`src/rtl/ifetch_pkg.sv`:
```
// Shared types and constants for the instruction fetch stage.
package ifetch_pkg;

    typedef struct packed {
        logic [31:0] pc;
        logic [31:0] instr;
        logic        misaligned;
    } fetch_entry_t;

    localparam logic [31:0] NOP_INSTR   = 32'h0000_0013;
    localparam int          INSTR_BYTES = 4;

endpackage

```
`src/rtl/ifetch_fifo.sv`:
```
// Small synchronous FIFO of fetch entries between fetch and decode.
// Storage is not reset; only the pointers and occupancy count are.
module ifetch_fifo
    import ifetch_pkg::*;
#(
    parameter int DEPTH = 2
) (
    input  logic         clk,
    input  logic         rst,
    input  logic         push,
    input  logic         pop,
    input  logic         flush,
    input  fetch_entry_t wdata,
    output logic         full,
    output logic         empty,
    output fetch_entry_t head
);

    localparam int PW = $clog2(DEPTH);

    fetch_entry_t   mem [DEPTH];
    logic [PW-1:0]  wptr;
    logic [PW-1:0]  rptr;
    logic [PW:0]    count;

    always_ff @(posedge clk) begin
        if (push) begin
            mem[wptr] <= wdata;
        end
    end

    // Caller guarantees no push into a full FIFO without a pop, and no pop when empty.
    always_ff @(posedge clk) begin
        if (rst || flush) begin
            wptr  <= '0;
            rptr  <= '0;
            count <= '0;
        end else begin
            if (push) begin
                wptr <= wptr + 1'b1;
            end
            if (pop) begin
                rptr <= rptr + 1'b1;
            end
            case ({push, pop})
                2'b10:   count <= count + 1'b1;
                2'b01:   count <= count - 1'b1;
                default: count <= count;
            endcase
        end
    end

    assign full  = (count == (PW+1)'(DEPTH));
    assign empty = (count == '0);
    assign head  = mem[rptr];

endmodule

```
`src/rtl/instr_fetch.sv`:
```
// Fetch stage: owns the PC, reads instruction memory and buffers {pc, instr} for decode.
// Optional feature macro IFETCH_MISALIGN_CHECK_EN tags entries after a misaligned redirect.
module instr_fetch
    import ifetch_pkg::*;
#(
    parameter int          ADDR_WIDTH = 5,
    parameter logic [31:0] RESET_PC   = 32'h0000_0000,
    parameter int          FIFO_DEPTH = 2
) (
    input  logic                  clk,
    input  logic                  rst,
    output logic [ADDR_WIDTH-1:0] addr,
    input  logic [31:0]           ins_in,
    input  logic                  redirect_valid,
    input  logic [31:0]           redirect_pc,
    output logic                  if_valid,
    input  logic                  if_ready,
    output logic [31:0]           if_instr,
    output logic [31:0]           if_pc,
    output logic                  if_misaligned
);

    logic [31:0]  pc_q;
    logic         push;
    logic         pop;
    logic         full;
    logic         empty;
    fetch_entry_t wr_entry;
    fetch_entry_t head;
    logic         entry_misaligned;

    assign pop  = if_valid && if_ready;
    assign push = !rst && !redirect_valid && (!full || pop);
    assign addr = pc_q[ADDR_WIDTH+1:2];

    // Redirect overrides sequential fetch; the low PC bits are always forced to zero.
    always_ff @(posedge clk) begin
        if (rst) begin
            pc_q <= RESET_PC;
        end else if (redirect_valid) begin
            pc_q <= {redirect_pc[31:2], 2'b00};
        end else if (push) begin
            pc_q <= pc_q + 32'(INSTR_BYTES);
        end
    end

`ifdef IFETCH_MISALIGN_CHECK_EN
    logic misalign_flag;

    always_ff @(posedge clk) begin
        if (rst) begin
            misalign_flag <= 1'b0;
        end else if (redirect_valid) begin
            misalign_flag <= |redirect_pc[1:0];
        end else if (push) begin
            misalign_flag <= 1'b0;
        end
    end

    assign entry_misaligned = misalign_flag;
    assign if_misaligned    = !empty && head.misaligned;
`else
    logic unused_misalign;
    assign unused_misalign  = ^{redirect_pc[1:0], head.misaligned};
    assign entry_misaligned = 1'b0;
    assign if_misaligned    = 1'b0;
`endif

    assign wr_entry = '{pc: pc_q, instr: ins_in, misaligned: entry_misaligned};

    ifetch_fifo #(
        .DEPTH (FIFO_DEPTH)
    ) u_fifo (
        .clk   (clk),
        .rst   (rst),
        .push  (push),
        .pop   (pop),
        .flush (redirect_valid),
        .wdata (wr_entry),
        .full  (full),
        .empty (empty),
        .head  (head)
    );

    // Unreset storage must not leak onto the outputs while the buffer is empty.
    assign if_valid = !empty;
    assign if_instr = empty ? '0 : head.instr;
    assign if_pc    = empty ? '0 : head.pc;

endmodule

```
`config.mk`:
```
export PLATFORM = sky130hd
export DESIGN_NAME = instr_fetch
export DESIGN_NICKNAME = d
export VERILOG_FILES = /design/src/rtl/ifetch_pkg.sv /design/src/rtl/ifetch_fifo.sv /design/src/rtl/instr_fetch.sv
export SDC_FILE = /design/constraint.sdc
export NUM_CORES = 1
export LEC_CHECK = 0
export CAP_MARGIN = 30
export CORE_MARGIN = 2
export CORE_UTILIZATION = 33
export CTS_CLUSTER_DIAMETER = 30
export CTS_CLUSTER_SIZE = 40
export DETAILED_ROUTE_END_ITERATION = 6
export GPL_TIMING_DRIVEN = 0
export PLACE_DENSITY = 0.64
export SLEW_MARGIN = 20
export SYNTH_ARGS = -nofsm -noshare
export SYNTH_HDL_FRONTEND = slang
export SYNTH_HIERARCHICAL = 1
export SYNTH_SLANG_ARGS = --single-unit
```
`constraint.sdc`:
```
create_clock -name clk -period 4.9 [get_ports clk]
set_input_delay 0.735 -clock clk [delete_from_list [all_inputs] [get_ports clk]]
set_output_delay 0.735 -clock clk [all_outputs]
set_load 0.005 [all_outputs]
```
==> flow_summary_export.csv, run 1 <==
group,metric,value,unit
run_status,outcome,"complete, no violations",
setup_path,arrival,3.91,ns
grt,antenna_found_initial,0,
setup_path,cp_top_family,"buffers and inverters",
power_and_ir_drop,max-vdd-ir-drop,0.0002108,V
timing,fin_tns_setup,0,ns
power_and_ir_drop,p_total,0.003377,W
power_and_ir_drop,switchingPower,0.0006970,W
place,placed_cells,990,
floorplanning,fp-row-count,54,
power_and_ir_drop,power.leakage,3.213,nW
grt,grt_pass1_vias,4953,
min_path,worstHoldStart,"pc_q[12]",
clocking,ctsHoldBuffers,0,
clocking,cts_tree,"built",
floorplanning,coreArea,0.02189,mm²
setup_path,criticalPathCategory,"primary input to register",
clocking,ctsResizeCount,0,
setup_path,rrSetupSlack,1.92,ns
finish,syn_to_final_growth,33.51,%
timing,tightestPinTransition,0.6663,ns
setup_path,critical_path_depth,9,
timing,finalSetupViolCount,0,
finish,nFillCells,2023,
timing,fmax,263.6,MHz
finish,seqCellArea,0.004544,mm²
routing,vias,5159,
routing,drtIter0Drc,371,
power_and_ir_drop,p_int,0.002680,W
logic_synthesis,syn_area,0.007366,mm²
clocking,root_buffer,"clkbuf_16",
timing,final_hold_viol_count,0,
power_and_ir_drop,power_frac_seq,0.472,
floorplanning,initial_utilization,0.3365,
setup_path,path_common_cell,"clkbuf_1",
routing,avgViaCountPerCell,5.048,
logic_synthesis,synth_cells,568,
floorplanning,die_area,0.02353,mm²
timing,slew-limit-headroom,0.5558,
finish,diodes,0,
power_and_ir_drop,pwr-share-comb,0.082,
setup_path,crit_buf_inv,7,
timing,slew_viol_final,0,
setup_path,critical-path-slowest-cell,"clkdlybuf4s50_1",
power_and_ir_drop,swShare,0.2064,
timing,rsz0062_at_grt,"no",
timing,finalCritPeriodShare,0.7743,
power_and_ir_drop,clockPowerShare,0.446,
floorplanning,die_h,153.4,µm
min_path,hp-class,"register to register",
setup_path,reg2reg_depth,8,
place,gp_congestion,0.8493,
clocking,max-clock-path-buffers,2,
setup_path,crit_end,"u_fifo/mem[0][16]",
routing,drt_wl_total,17630,µm
grt,grt_max_degree,47,
grt,overflow,0,
setup_path,reg2reg_from,"u_fifo/count[0]",
clocking,cts_setup_buffers,0,
clocking,cts_made_buffers,17,
setup_path,worstPathRequired,5.02,ns
timing,fin_crit,3.794,ns
finish,fin_cells,1022,
setup_path,end_kind,"register",
clocking,clock-sinks,163,
finish,nets,799,
grt,grt_pass1_wl,27180,µm
place,hpwl,12120,µm
finish,drive_above_1_share,0.1739,
power_and_ir_drop,power.density,343.4,mW/mm²
clocking,h-tree-depth,4,
floorplanning,pin_count,139,
setup_path,critPathMaxFanout,25,
logic_synthesis,ys_warn_count,6,
floorplanning,die_width,153.4,µm
job,cap_viol_max_count,0,
setup_path,slowest_delay,0.55,ns
timing,fin_skew,0.01286,ns
routing,antenna_left,0,
routing,remaining_drc_errors,0,
setup_path,cp-start-kind,"primary input",
clocking,clk_latency,0.43,ns
grt,track_usage,0.1495,
setup_path,r2r-end,"u_fifo/mem[0][16]",
setup_path,startpoint,"redirect_valid",
setup_path,path_cells,"clkdlybuf4s50_1 > clkbuf_1 > clkbuf_1 > clkbuf_1 > a211oi_1 > inv_1 > nor2_4 > buf_12 > buf_12",
logic_synthesis,postSynthAreaPerCell,12.97,µm²
routing,dr.pass1.iters,5,
place,portBuffers,135,
routing,wl_per_cell,17.25,µm
finish,multi_input_area,0.002599,mm²
clocking,cts.clk_slew.worst_paths,0.06,ns
-- layout by cell type, fill, tap and decap left out, types with 3 or more instances in the layout --
master             n
nor2b_1           70
edfxtp_1         128
mux2_2            64
or3_1              4
a311oi_1           9
a211oi_1          15
dfxtp_1           35
or4_1              4
a2111oi_0          8
or2_2              3
xor2_1             4
nor2_1            31
nor3_1            10
o21bai_1           4
nand3_1           18
buf_4              6
xnor2_1            9
nor3b_1            6
clkbuf_1          24
clkbuf_16         17
buf_2              9
and4_1             3
nand4_1            8
nand2_1           17
inv_1             10
and3_1             6
o21ai_0            4
a21oi_1            9
inv_6              3
nor4_1            13
clkdlybuf4s50_1  135
bufinv_16          6
o31ai_1            6
conb_1             5
-- layout make-up --
cell class,count,area share
plain buffers,41,0.02099
well taps,280,0.03562
flip-flops and latches,163,0.4621
inverters,11,0.004198
multi-input cells,357,0.2642
clock inverters,12,0.02316
repair buffers,138,0.1443
clock buffers,20,0.04542
-- power groups by stage --
stage / registers, W / clock network [W] / logic (W)
after floorplan: 0.00161 / 0 / 0.000133
after global placement: 0.00162 / 0 / 0.000271
after detailed placement: 0.00162 / 0 / 0.000280
after CTS: 0.00159 / 0.00153 / 0.000281
after global routing: 0.00160 / 0.00160 / 0.000303
final: 0.00159 / 0.00151 / 0.000278
-- worst reg2reg max path: cells and delay by family (launching register included) --
| kind | cells | cell delay (ns) |
|---|---|---|
| simple gates | 3 | 0.86 |
| buf+inv | 4 | 0.89 |
| flops | 1 | 0.41 |
| compound gates | 1 | 0.50 |
-- metrics by stage --
stage / hold WS, ns / setup slack (ns) / utilization / cell area [µm²]
floorplan: 0.4551 / 1.019 / - / 7383
finish: 0.5233 / 1.106 / 0.4492 / 9834
global route: 0.5417 / 0.7999 / 0.4492 / 9834
detailed placement: 0.5025 / 0.6551 / 0.4184 / 9160
CTS: 0.5166 / 1.099 / 0.4492 / 9834
global placement: 0.4898 / -1.101 / 0.4150 / 9085
-- worst min-delay path by stage --
stage                                    to  slack, ns  cells past startpoint
final                     u_fifo/mem[1][45]       0.52                      0
after CTS                 u_fifo/mem[0][45]       0.52                      0
after floorplan           u_fifo/mem[0][46]       0.46                      0
after global routing      u_fifo/mem[0][45]       0.54                      0
after global placement      u_fifo/count[1]       0.49                      2
after detailed placement  u_fifo/mem[0][45]       0.50                      0
-- state kept, by name, indices dropped and copies added (netlist names), named ones only --
| signal | count |
|---|---|
| u_fifo/rptr | 1 |
| u_fifo/count | 2 |
| pc_q | 30 |
| u_fifo/wptr | 1 |
| u_fifo/mem | 128 |
-- per-layer routing --
layer	global-route usage	vias up	wire (µm)
li1	-	2453	-
met5	0	-	0
met4	0.05286	0	393
met1	0.1986	2505	8035
met2	0.2432	171	8394
met3	0.03119	30	804
Power figures use the tool's default switching activity.
==> run 2, diff against run 1 <==
--- a/config.mk
+++ b/config.mk
@@ -12,7 +12,7 @@
 export CTS_CLUSTER_SIZE = 40
 export DETAILED_ROUTE_END_ITERATION = 6
 export GPL_TIMING_DRIVEN = 0
-export PLACE_DENSITY = 0.64
+export PLACE_DENSITY = 0.62
 export SLEW_MARGIN = 20
 export SYNTH_ARGS = -nofsm -noshare
 export SYNTH_HDL_FRONTEND = slang
==> constraint.sdc (replaced) <==
create_clock -name clk -period 3.8 [get_ports clk]
set_input_delay 0.57 -clock clk [delete_from_list [all_inputs] [get_ports clk]]
set_output_delay 0.57 -clock clk [all_outputs]
set_load 0.005 [all_outputs]
==> run 2 against run 1 <==
- critical path depth did not move
- non-clock buffer count did not move
- core utilization fell by 0.58 points
- sequential share of layout area rose by 0.60 points
- total power rose by 17%
- largest cell class unchanged
==> flow_summary_export.csv, run 2 (synthesis gave the netlist of run 1 again) <==
group,metric,value,unit
run_status,outcome,"complete, no violations",
min_path,hp-class,"register to register",
clocking,clock-sinks,163,
grt,grt_pass1_wl,26890,µm
floorplanning,die_width,153.4,µm
routing,antenna_left,0,
timing,slew_viol_final,0,
power_and_ir_drop,swShare,0.2311,
power_and_ir_drop,clockPowerShare,0.389,
setup_path,cp-start-kind,"primary input",
timing,tightestPinTransition,0.6896,ns
routing,drt_wl_total,17540,µm
finish,nFillCells,2032,
clocking,h-tree-depth,4,
power_and_ir_drop,power_frac_seq,0.519,
power_and_ir_drop,pwr-share-comb,0.091,
grt,grt_pass1_vias,4949,
power_and_ir_drop,power.leakage,3.141,nW
floorplanning,initial_utilization,0.3365,
setup_path,criticalPathCategory,"primary input to register",
clocking,root_buffer,"clkbuf_16",
timing,fin_skew,0.01224,ns
finish,final_common_cell,"clkdlybuf4s50_1",
clocking,ctsResizeCount,0,
routing,drtIter0Drc,395,
setup_path,arrival,3.86,ns
grt,antenna_found_initial,0,
timing,fmax,284.6,MHz
routing,avgViaCountPerCell,4.986,
grt,track_usage,0.1475,
floorplanning,die_area,0.02353,mm²
floorplanning,pin_count,139,
timing,finalSetupViolCount,0,
routing,remaining_drc_errors,0,
timing,finalCritPeriodShare,0.9248,
setup_path,worstPathRequired,4.14,ns
timing,final_hold_viol_count,0,
grt,overflow,0,
finish,largest_register_ffs,128,
finish,nets,800,
floorplanning,die_h,153.4,µm
job,cap_viol_max_count,0,
routing,dr.pass1.iters,5,
finish,final_cell_mix,"clkdlybuf4s50_1, edfxtp_1, nor2b_1",
place,dp_slack,-0.1258,ns
place,portBuffers,135,
finish,top_regs,"u_fifo/mem: 128 flops, pc_q: 30 flops, u_fifo/count: 2 flops",
floorplanning,coreArea,0.02189,mm²
power_and_ir_drop,p_int,0.003040,W
timing,slew-limit-headroom,0.5372,
finish,postLayoutCoreUtil,0.4435,
clocking,cts.clk_slew.worst_paths,0.07,ns
routing,wl_per_cell,17.15,µm
setup_path,end_kind,"register",
place,gp_congestion,0.8537,
place,hpwl,12130,µm
timing,finalWorstSetupSlack,0.2859,ns
clocking,ctsHoldBuffers,0,
finish,syn_to_final_growth,31.80,%
routing,vias,5101,
timing,fin_crit,3.514,ns
clocking,cts_made_buffers,17,
floorplanning,fp-row-count,54,
clocking,max-clock-path-buffers,2,
clocking,cts_tree,"built",
clocking,clk_latency,0.43,ns
finish,regMostFlops,"u_fifo/mem",
grt,grt_max_degree,45,
setup_path,critPathMaxFanout,10,
power_and_ir_drop,power.density,407.3,mW/mm²
finish,drive_above_1_share,0.1763,
finish,diodes,0,
clocking,cts_setup_buffers,0,
power_and_ir_drop,max-vdd-ir-drop,0.0002204,V
power_and_ir_drop,switchingPower,0.0009138,W
timing,rsz0062_at_grt,"no",
[run 2: changes by cell type in the layout (fill, tap and decap cells not counted), sizes merged]
cell / before / now
bufinv: 6 / 0
clkinvlp: 1 / 5
clkinv: 3 / 6
clkbuf: 44 / 42
inv: 13 / 14
nor2: 32 / 33
[run 2: per-stage QoR]
stage	total power (W)	std cells	setup TNS (ns)	hold slack, ns	cell area [µm²]
CTS	0.003995	1022	0	0.5171	9702
detailed placement	0.002453	990	-4.936	0.5013	9168
finish	0.003954	1023	0	0.5222	9708
global route	0.004117	1023	0	0.5264	9708
global placement	0.002442	987	-241.77	0.4888	9085
floorplan	0.002245	572	0	0.4551	7383
[run 2: worst paths after layout]
path	startpoint	endpoint	slack [ns]	depth (start not counted)
hold / removal	pc_q[11]	u_fifo/mem[1][44]	0.52	0
hold reg to reg	pc_q[11]	u_fifo/mem[1][44]	0.52	0
setup reg to reg	u_fifo/count[0]	u_fifo/mem[0][2]	0.97	7
setup / recovery	redirect_valid	u_fifo/count[1]	0.29	9
[run 2: power by group through the flow]
stage / Sequential (W) / Combinational, W / Clock [W]
final: 0.00205 / 0.000361 / 0.00154
after global routing: 0.00206 / 0.000394 / 0.00166
after CTS: 0.00205 / 0.000365 / 0.00158
after detailed placement: 0.00209 / 0.000362 / 0
after global placement: 0.00209 / 0.000351 / 0
after floorplan: 0.00207 / 0.000171 / 0
[run 2: layout make-up]
cell class              instances  area [µm²]  area share
well taps                     280       350.3     0.03609
clock buffers                  18       429.2     0.04421
clock inverters                14       105.1     0.01083
flip-flops and latches        163        4544      0.4681
repair buffers                138        1426      0.1469
multi-input cells             358        2605      0.2683
inverters                      11       41.29    0.004253
plain buffers                  41       206.4     0.02127
[run 2: metal layers]
layer / track usage / up-vias / wire length (µm)
met5: 0 / - / 0
met1: 0.1932 / 2472 / 8054
met2: 0.2440 / 151 / 8432
li1: - / 2456 / -
met3: 0.03147 / 22 / 770
met4: 0.04937 / 0 / 285
[run 2: critical path, stage by stage]
cell	delay, ns
clkdlybuf4s50_1	0.62
clkbuf_1	0.46
clkbuf_1	0.46
clkbuf_1	0.43
a211oi_1	0.18
inv_1	0.25
ha_1	0.30
or3_1	0.35
a211oi_1	0.22
